===== src/rtl/ad9280_cap.sv =====
// AD9280 capture engine: divides clk down to the ADC sample clock, optionally waits
// for a rising level crossing, fills a DEPTH-sample buffer and streams it out.
//
// state     | meaning
// ----------+----------------------------------------------------------
// IDLE      | buffer quiescent, waiting for arm
// WAIT_TRIG | comparing each new sample against trig_level for a rising crossing
// CAPTURE   | writing one buffer entry per new sample
// READOUT   | presenting entries 0..DEPTH-1 on the valid/ready port
module ad9280_cap #(
    parameter int CLK_DIV = 4,
    parameter int DEPTH   = 256
) (
    input  logic       i_clk,
    input  logic       i_rst,
    output logic       o_ad9280_clk,
    input  logic [7:0] i_ad9280_data,
    input  logic       i_arm,
    input  logic       i_trig_en,
    input  logic [7:0] i_trig_level,
    output logic       o_busy,
    output logic       o_done,
    output logic [7:0] o_rd_data,
    output logic       o_rd_valid,
    input  logic       i_rd_ready
);

    localparam int AW = $clog2(DEPTH);
    localparam int DW = $clog2(CLK_DIV);
    localparam logic [DW-1:0] DIV_LAST  = DW'(CLK_DIV - 1);
    localparam logic [DW-1:0] DIV_HALF  = DW'(CLK_DIV / 2);
    localparam logic [AW-1:0] ADDR_LAST = AW'(DEPTH - 1);

    typedef enum logic [1:0] {
        S_IDLE      = 2'd0,
        S_WAIT_TRIG = 2'd1,
        S_CAPTURE   = 2'd2,
        S_READOUT   = 2'd3
    } state_t;

    state_t          r_state;
    state_t          w_next_state;

    logic [DW-1:0]   r_div_cnt;
    logic            w_strobe;
    logic [7:0]      r_sample;
    logic            r_new;

    logic [7:0]      r_trig_level;
    logic            r_first;
    logic [7:0]      r_prev;
    logic [AW-1:0]   r_wr_addr;
    logic [AW-1:0]   r_rd_addr;
    logic            r_rd_valid;
    logic [7:0]      r_rd_data;
    logic [7:0]      r_mem [DEPTH];

    logic            w_trig;
    logic            w_we;
    logic            w_hs;
    logic            w_last_hs;
    logic            w_enter_ro;
    logic            w_rd_load;
    logic [AW-1:0]   w_raddr;

    // ------------------------------------------------------------------
    // ADC clock divider and sample register
    // ------------------------------------------------------------------
    assign w_strobe = (r_div_cnt == DIV_LAST);

    always_ff @(posedge i_clk) begin
        if (i_rst) begin
            r_div_cnt <= '0;
        end else if (w_strobe) begin
            r_div_cnt <= '0;
        end else begin
            r_div_cnt <= r_div_cnt + 1'b1;
        end
    end

    // Gated by reset so the pin sits low while the divider is held at zero.
    assign o_ad9280_clk = ~i_rst & (r_div_cnt < DIV_HALF);

    always_ff @(posedge i_clk) begin
        if (i_rst) begin
            r_sample <= '0;
            r_new    <= 1'b0;
        end else begin
            r_new <= w_strobe;
            if (w_strobe) begin
                r_sample <= i_ad9280_data;
            end
        end
    end

    // ------------------------------------------------------------------
    // Control decode
    // ------------------------------------------------------------------
    assign w_trig     = r_new & ~r_first & (r_prev < r_trig_level) & (r_sample >= r_trig_level);
    assign w_we       = r_new & ((r_state == S_CAPTURE) | ((r_state == S_WAIT_TRIG) & w_trig));
    assign w_hs       = r_rd_valid & i_rd_ready;
    assign w_last_hs  = (r_state == S_READOUT) & w_hs & (r_rd_addr == ADDR_LAST);
    assign w_enter_ro = (r_state == S_CAPTURE) & (w_next_state == S_READOUT);
    assign w_rd_load  = (r_state == S_READOUT) | w_enter_ro;

    // Look one entry ahead on a handshake so the output register never bubbles.
    assign w_raddr = (r_state != S_READOUT) ? '0 :
                     w_hs                   ? r_rd_addr + 1'b1 :
                                              r_rd_addr;

    // ------------------------------------------------------------------
    // FSM: state register / next state / outputs
    // ------------------------------------------------------------------
    always_ff @(posedge i_clk) begin
        if (i_rst) begin
            r_state <= S_IDLE;
        end else begin
            r_state <= w_next_state;
        end
    end

    always_comb begin
        w_next_state = r_state;
        case (r_state)
            S_IDLE: begin
                if (i_arm) begin
                    w_next_state = i_trig_en ? S_WAIT_TRIG : S_CAPTURE;
                end
            end
            S_WAIT_TRIG: begin
                if (w_trig) begin
                    w_next_state = S_CAPTURE;
                end
            end
            S_CAPTURE: begin
                if (r_new && (r_wr_addr == ADDR_LAST)) begin
                    w_next_state = S_READOUT;
                end
            end
            S_READOUT: begin
                if (w_last_hs) begin
                    w_next_state = S_IDLE;
                end
            end
            default: w_next_state = S_IDLE;
        endcase
    end

    always_comb begin
        o_busy = 1'b0;
        o_done = 1'b0;
        if (r_state != S_IDLE) begin
            o_busy = 1'b1;
        end
        if (w_last_hs) begin
            o_done = 1'b1;
        end
    end

    // ------------------------------------------------------------------
    // Capture / readout datapath
    // ------------------------------------------------------------------
    always_ff @(posedge i_clk) begin
        if (i_rst) begin
            r_trig_level <= '0;
            r_first      <= 1'b0;
            r_prev       <= '0;
            r_wr_addr    <= '0;
            r_rd_addr    <= '0;
            r_rd_valid   <= 1'b0;
            r_rd_data    <= '0;
        end else begin
            if ((r_state == S_IDLE) && i_arm) begin
                r_trig_level <= i_trig_level;
                r_wr_addr    <= '0;
                r_first      <= 1'b1;
            end
            if (w_we) begin
                r_wr_addr <= r_wr_addr + 1'b1;
            end
            if ((r_state == S_WAIT_TRIG) && r_new) begin
                r_prev  <= r_sample;
                r_first <= 1'b0;
            end
            if (w_rd_load) begin
                r_rd_data <= r_mem[w_raddr];
            end
            if (r_state == S_READOUT) begin
                if (w_hs) begin
                    r_rd_addr <= r_rd_addr + 1'b1;
                end
            end else begin
                r_rd_addr <= '0;
            end
            if (w_enter_ro) begin
                r_rd_valid <= 1'b1;
            end else if (w_last_hs) begin
                r_rd_valid <= 1'b0;
            end
        end
    end

    // Buffer contents survive reset; only written while capturing.
    always_ff @(posedge i_clk) begin
        if (w_we) begin
            r_mem[r_wr_addr] <= r_sample;
        end
    end

    assign o_rd_data  = r_rd_data;
    assign o_rd_valid = r_rd_valid;

endmodule

===== config.mk =====
export PLATFORM = sky130hd
export DESIGN_NAME = ad9280_cap
export DESIGN_NICKNAME = d
export VERILOG_FILES = /design/src/rtl/ad9280_cap.sv
export SDC_FILE = /design/constraint.sdc
export NUM_CORES = 2
export LEC_CHECK = 0
export BUFFER_PORTS_ARGS = -buffer_cell sky130_fd_sc_hd__buf_2
export CORE_AREA = 2 2 496 498
export DETAILED_ROUTE_END_ITERATION = 8
export DIE_AREA = 0 0 498 500
export SLEW_MARGIN = 10
export SYNTH_ARGS = -nofsm -noshare
export SYNTH_HDL_FRONTEND = slang
export SYNTH_SLANG_ARGS = --single-unit

===== constraint.sdc =====
create_clock -name i_clk -period 6.7 [get_ports i_clk]
set_input_delay 0.335 -clock i_clk [delete_from_list [all_inputs] [get_ports i_clk]]
set_output_delay 0.335 -clock i_clk [all_outputs]
set_load 0.05 [all_outputs]

# Word-level counts from Yosys, hierarchy flattened
# Memories as Yosys holds them, arrays and structs flattened. A register that Yosys moved wholly into a read port is not among the register bits.
# Cells that the tools add are included.
dict set report totals {
  input_bits 21
  mem_bits_rw 2048
  ff_bits 47
  n_memories 1
  word_cells 66
  output_inout_bits 12
}
dict set report classes {
  n_addsub 3
  magnitude_cmp 3
  n_bitwise 15
  n_eq_ne 8
  reduce_logical 10
  muxes 16
}
# memory depth width read_ports rd_clocked_by_memory_dff write_ports line
set memory_table {}
lappend memory_table {r_mem 256 8 1 1 1 56} ;# logic [7:0] r_mem [DEPTH];
# cell n
set ops {}
lappend ops {{$mux W8} 4}
lappend ops {{$add A8 B1 Y8 const B} 2}
lappend ops {{$eq A8 B8 Y1 const B} 2}
lappend ops {{$and A1 B1 Y1} 10}
lappend ops {{$mux W2} 5}
lappend ops {{$eq A2 B2 Y1 const B} 4}
lappend ops {{$ge A8 B8 Y1} 1}
lappend ops {{$lt A8 B8 Y1} 1}
lappend ops {{$pmux W2 S4} 1}
lappend ops {{$mux W1} 6}
lappend ops {{$reduce_bool A2 Y1} 3}
lappend ops {{$reduce_or A2 Y1} 3}
lappend ops {{$logic_and A1 B1 Y1} 3}
lappend ops {{$not A1 Y1} 3}
lappend ops {{$add A2 B1 Y2 const B} 1}
lappend ops {{$eq A2 B1 Y1 const B} 1}
lappend ops {{$logic_not A2 Y1} 1}
lappend ops {{$lt A2 B2 Y1 const B} 1}
lappend ops {{$ne A2 B2 Y1 const B} 1}
lappend ops {{$or A1 B1 Y1} 2}

# Longest topological paths before layout
dict set report depth {
  depth_word 9
  mapped_depth 17
  ltp_nobuf 12
}

# Worst setup path after synthesis
# OpenSTA, ideal clock, no wires.
dict set report synth_timing {
  path_kind {reg2reg}
  start {register r_sample[0]}
  end {memory r_mem[223][0], enable pin}
  path_buffers 2
  setup_ns 0.370
  synth_period_minus_slack_ns 6.661
  required_ns 6.330
  setup_slack_ns 0.039
  arrival_ns 6.290
  stages_incl_launch_ff 15
  cell_sequence {dfxtp_1 inv_1 ha_1 nand2b_1 a21o_1 a21o_1 a21oi_1 nor2b_1 o21ai_0 a211o_1 o21ai_1 buf_2 nand3_1 clkbuf_1 nor2_1}
}
dict set report synth_via {
  elab_chain_cells 7
}
# element line
set synth_lines {}
lappend synth_lines {{start: declaration} 46} ;# logic [7:0] r_sample;
lappend synth_lines {{start signal: assignment} 91} ;# r_sample <= i_ad9280_data;
lappend synth_lines {{$ge A8 B8 Y1} 99} ;# assign w_trig = r_new & ~r_first & (r_prev < r_trig_level) & (r_sample >= r_trig_level);
lappend synth_lines {{$and A1 B1 Y1} 99}
lappend synth_lines {{$and A1 B1 Y1} 100} ;# assign w_we = r_new & ((r_state == S_CAPTURE) | ((r_state == S_WAIT_TRIG) & w_trig));
lappend synth_lines {{$or A1 B1 Y1} 100}
lappend synth_lines {{$and A1 B1 Y1} 100}
lappend synth_lines {{$mux W1} 205} ;# if (w_we) begin
lappend synth_lines {{$mux W1 (not written as such)} 206} ;# r_mem[r_wr_addr] <= r_sample;
lappend synth_lines {{end: declaration} 56}
# Every way passes these cells.

# Final worst setup path
dict set report layout_timing {
  start {register r_state[0]}
  end {memory r_mem[193][1], enable pin}
}
dict set report layout_via {
  elab_chain_cells 6
  word_cells_on_any_way 7
  classes_between {eq/ne: 2; mux: 2; bitwise: 3}
}
# element line
set layout_lines {}
lappend layout_lines {{start: declaration} 41} ;# state_t r_state;
lappend layout_lines {{start signal: assignment} 118} ;# r_state <= w_next_state;
lappend layout_lines {{$eq A2 B1 Y1} 100}
lappend layout_lines {{$and A1 B1 Y1} 100}
lappend layout_lines {{$or A1 B1 Y1 *} 100}
lappend layout_lines {{$and A1 B1 Y1 *} 100}
lappend layout_lines {{$mux W1 *} 205}
lappend layout_lines {{$mux W1 (not written as such) *} 206}
# Every way passes the cells marked *; elsewhere a longest branch is shown, timed or not.

==> flow_metrics.tcl <==
set metrics [dict create \
    netlist_top_cells_area "edfxtp_1, nand2_1, nand3_1, mux2i_1, a21oi_1" \
    ff2ff_path_depth 8 \
    hpwlAfterDp_um 145000 \
    tritoncts "done" \
    critPathArrivalTime_ns 5.81 \
    layout.nets 6289 \
    setup_total_negative_slack_ns 0 \
    clock.fmax_mhz 187 \
    power.density_nw_per_um2 280 \
    cp-end-kind "register" \
    hold_start "i_rst" \
    crit_type "register to register" \
    total_power_mw 26.8 \
    outcome "finished clean" \
    ys_types 77 \
    drv_cap 0 \
    initial_utilization_pct 34.7 \
    routed_via_density 5.58 \
    place.gp.congestion 0.889 \
    p_leak_nw 33.5 \
    clockRootBuffer "clkbuf_16" \
    post_synthesis_share_of_cell_area_spent_on_xor_and_xnor_gates_pct 0.0413 \
    clock-sinks 2103 \
    final_hold_viol_count 0 \
    floorplan.die_area_um2 249000 \
    timing_worst_slew_pin_value_ns 1.34 \
    drt_drc_violations_left 0 \
    die_height_um 500 \
    synth-edff-count 2048 \
    cts_buffers 209 \
    synth-adder-area-share_pct 0.310 \
    crit_required_ns 7.17 \
    synth_top_family_by_area "simple AND/OR/NAND/NOR gates" \
    mostFrequentLayoutCells "edfxtp_1, nand2_1, nand3_1" \
    ff_to_ff_setup_slack_ns 1.37 \
    timing.rr.start "r_state[0]" \
    clkTransAtPathRegs_ns 0.06 \
    grt.overflow.total 0 \
    detail_route.first_pass.iterations 9 \
    final-setup-viol-count 0 \
    drv_slew 0 \
    cp-start-kind "register" \
    fillCellCount 22576 \
    routed-via-count 53786 \
    placeableCoreArea_um2 244000 \
    timing.hold.worst_endpoint "o_rd_data[6]" \
    antenna_left 0 \
    postSynthCellCount 6296 \
    grt_start_max_net_pins 156 \
    ys_seq_area_share_pct 73.9 \
    slew_headroom_pct 10.3 \
    rsz0062_at_grt "false" \
    grt_pass1_vias 51392 \
    fp.dieW_um 498 \
    m1WireLength_um 103000 \
    synthesis.area_um2 84700 \
    syn_to_final_growth_pct 12.9 \
    worst_ir_drop_on_vdd_v 0.000329 \
    final_layout_size_suffix_gt1_share_pct 9.02 \
    yosysTopAreaCell "edfxtp_1" \
    synth.yosys.warnings 0 \
    mean_syn_cell_area_um2 13.5 \
    rows 182 \
    drt_iter0_markers 7153 \
    grt_antenna_before_repair 7 \
    clock_path_buffers 3 \
    finalWorstPathRequiredPeriod_ns 5.33 \
    synth_compound_area_share_pct 6.51 \
    top_layer "met5" \
    worstPathMaxFanout 18 \
    post-route-period-util_pct 79.6 \
    drt-wirelength-per-cell_um 26.0 \
    holdPathStages 4 \
    synthFlopType "edfxtp_1" \
    mostFrequentLayoutCell "edfxtp_1" \
    detailed_route_wirelength_on_metal3_um 22900 \
    asyncSetResetFlopFracSynth_pct 0 \
    ctsHtreeMaxLevel 4 \
    ctsResizeCount 0 \
    synth.mux.area_fraction_pct 3.51 \
    min-delay-path-class "input port to register" \
    timing.rr.end "r_mem[193][1]" \
    place.port_buffers 32 \
    post_syn_nets 6338 \
    track_usage_pct 19.5 \
    insertion_delay_ns 0.87 \
    fin_worst_skew_ns 0.0412 \
    yosys.area_share.simple_pct 13.4 \
    grt_first_pass_wirelength_um 363000 \
    route.final.wire_length_um 250000 \
    wl_met2_um 116000 \
    ys_seq_elements 2103 \
    ios 33 \
    post-synth-top-area-fraction_pct 72.6 \
]
[flip-flops by register name (all words and copies together), names as in the netlist]
name	cells
r_first	1
r_state	2
r_div_cnt	2
r_rd_addr	8
r_sample	8
o_rd_valid	1
o_rd_data	8
r_wr_addr	8
r_trig_level	8
r_new	1
r_mem	2048
r_prev	8
[cell families (layout without fill, tap and decap cells)]
| logic type | count (synthesis) | after routing |
|---|---|---|
| xor gates and xnor gates | 4 | 4 |
| and+or+nand+nor | 2656 | 2656 |
| muxes | 227 | 227 |
| other | 0 | 2 |
| AOI/OAI and AO/OA | 837 | 837 |
| adders and majority gates | 21 | 21 |
| buffers and inverters | 448 | 570 |
| DFF | 2103 | 2103 |
[synthesized netlist by cell type (8+ instances only)]
cell type	n
a211oi_1	25
and2_1	14
a21oi_1	302
nor2b_1	11
dfxtp_1	55
o221ai_1	33
nor4_1	12
mux2i_1	164
and3_1	149
buf_1	50
mux4_2	55
nand2_1	1519
inv_1	15
nand4_1	19
or3_1	10
a311oi_1	104
nor3_1	67
clkbuf_1	147
o21a_1	8
ha_1	21
buf_2	220
o22ai_1	31
a21boi_0	17
a221oi_1	56
nor2_1	347
o31ai_1	8
edfxtp_1	2048
a21o_1	10
a22oi_1	14
buf_4	10
o21ai_0	83
a31oi_1	71
nand3_1	478
[layout make-up]
type,instances,area (µm²),area share [%]
flip-flops and latches,2103,62600,65.5
multi-input cells,3745,20300,21.2
clock buffers,256,5550,5.80
well taps,3220,4030,4.21
repair buffers,173,1620,1.69
clock inverters,126,1470,1.54
inverters,15,56.3,0.0589
diodes,2,5.00,0.00523
[worst max-delay path, stage by stage (launching register included)]
cell and delay (ns):
dfxtp_1 0.51, nand3b_1 0.43, or4b_2 0.76, nor3_1 0.21
a21oi_1 0.17, o21ai_2 0.36, buf_4 0.36, nand3_2 1.07
nor2_1 1.07
[how the worst max path moves through the flow]
stage	startpoint	end	slack, ns	cells after the start
2_1_floorplan	r_sample[0]	r_mem[223][0]	0.04	14
3_3_place_gp	r_rd_addr[0]	o_rd_data[2]	1.24	12
3_5_place_dp	r_state[0]	r_mem[193][3]	1.56	8
4_1_cts	r_state[0]	r_mem[193][6]	1.49	8
5_1_grt	r_state[0]	r_mem[193][5]	1.22	8
6_report	r_state[0]	r_mem[193][1]	1.37	8
[what timing repair did]
item	CTS	global route
hold buffers	19	0
setup buffers	0	0
hold endpoints to repair	18	0
[report_power, final]
part / total [mW] / switching (mW) / internal, mW
Clock: 12.1 / 5.05 / 7.00
Sequential: 14.4 / 0.0397 / 14.4
Combinational: 0.287 / 0.237 / 0.0499
Total: 26.8 / 5.33 / 21.4
[routing by layer]
layer | global-route usage [%] | up-vias
met3 | 3.48 | 475
met2 | 30.6 | 2774
met4 | 7.34 | 2
met5 | 0 | -
li1 | - | 23356
met1 | 27.1 | 27179
[metrics by stage]
| stage | util (%) | std cells | hold slack [ns] | worst slack, ns | instance area (µm²) |
|---|---|---|---|---|---|
| after detailed placement | 36.2 | 9237 | 0.424 | 1.56 | 88400 |
| after global routing | 39.2 | 9639 | 0.0982 | 1.22 | 95700 |
| final | 39.2 | 9640 | 0.129 | 1.37 | 95700 |
| after CTS | 39.1 | 9638 | 0.0383 | 1.49 | 95700 |
| after global placement | 36.2 | 9236 | 0.412 | 1.24 | 88400 |
| after floorplan | - | 6296 | 0.404 | 0.0393 | 84700 |
Power figures use the tool's default switching activity.
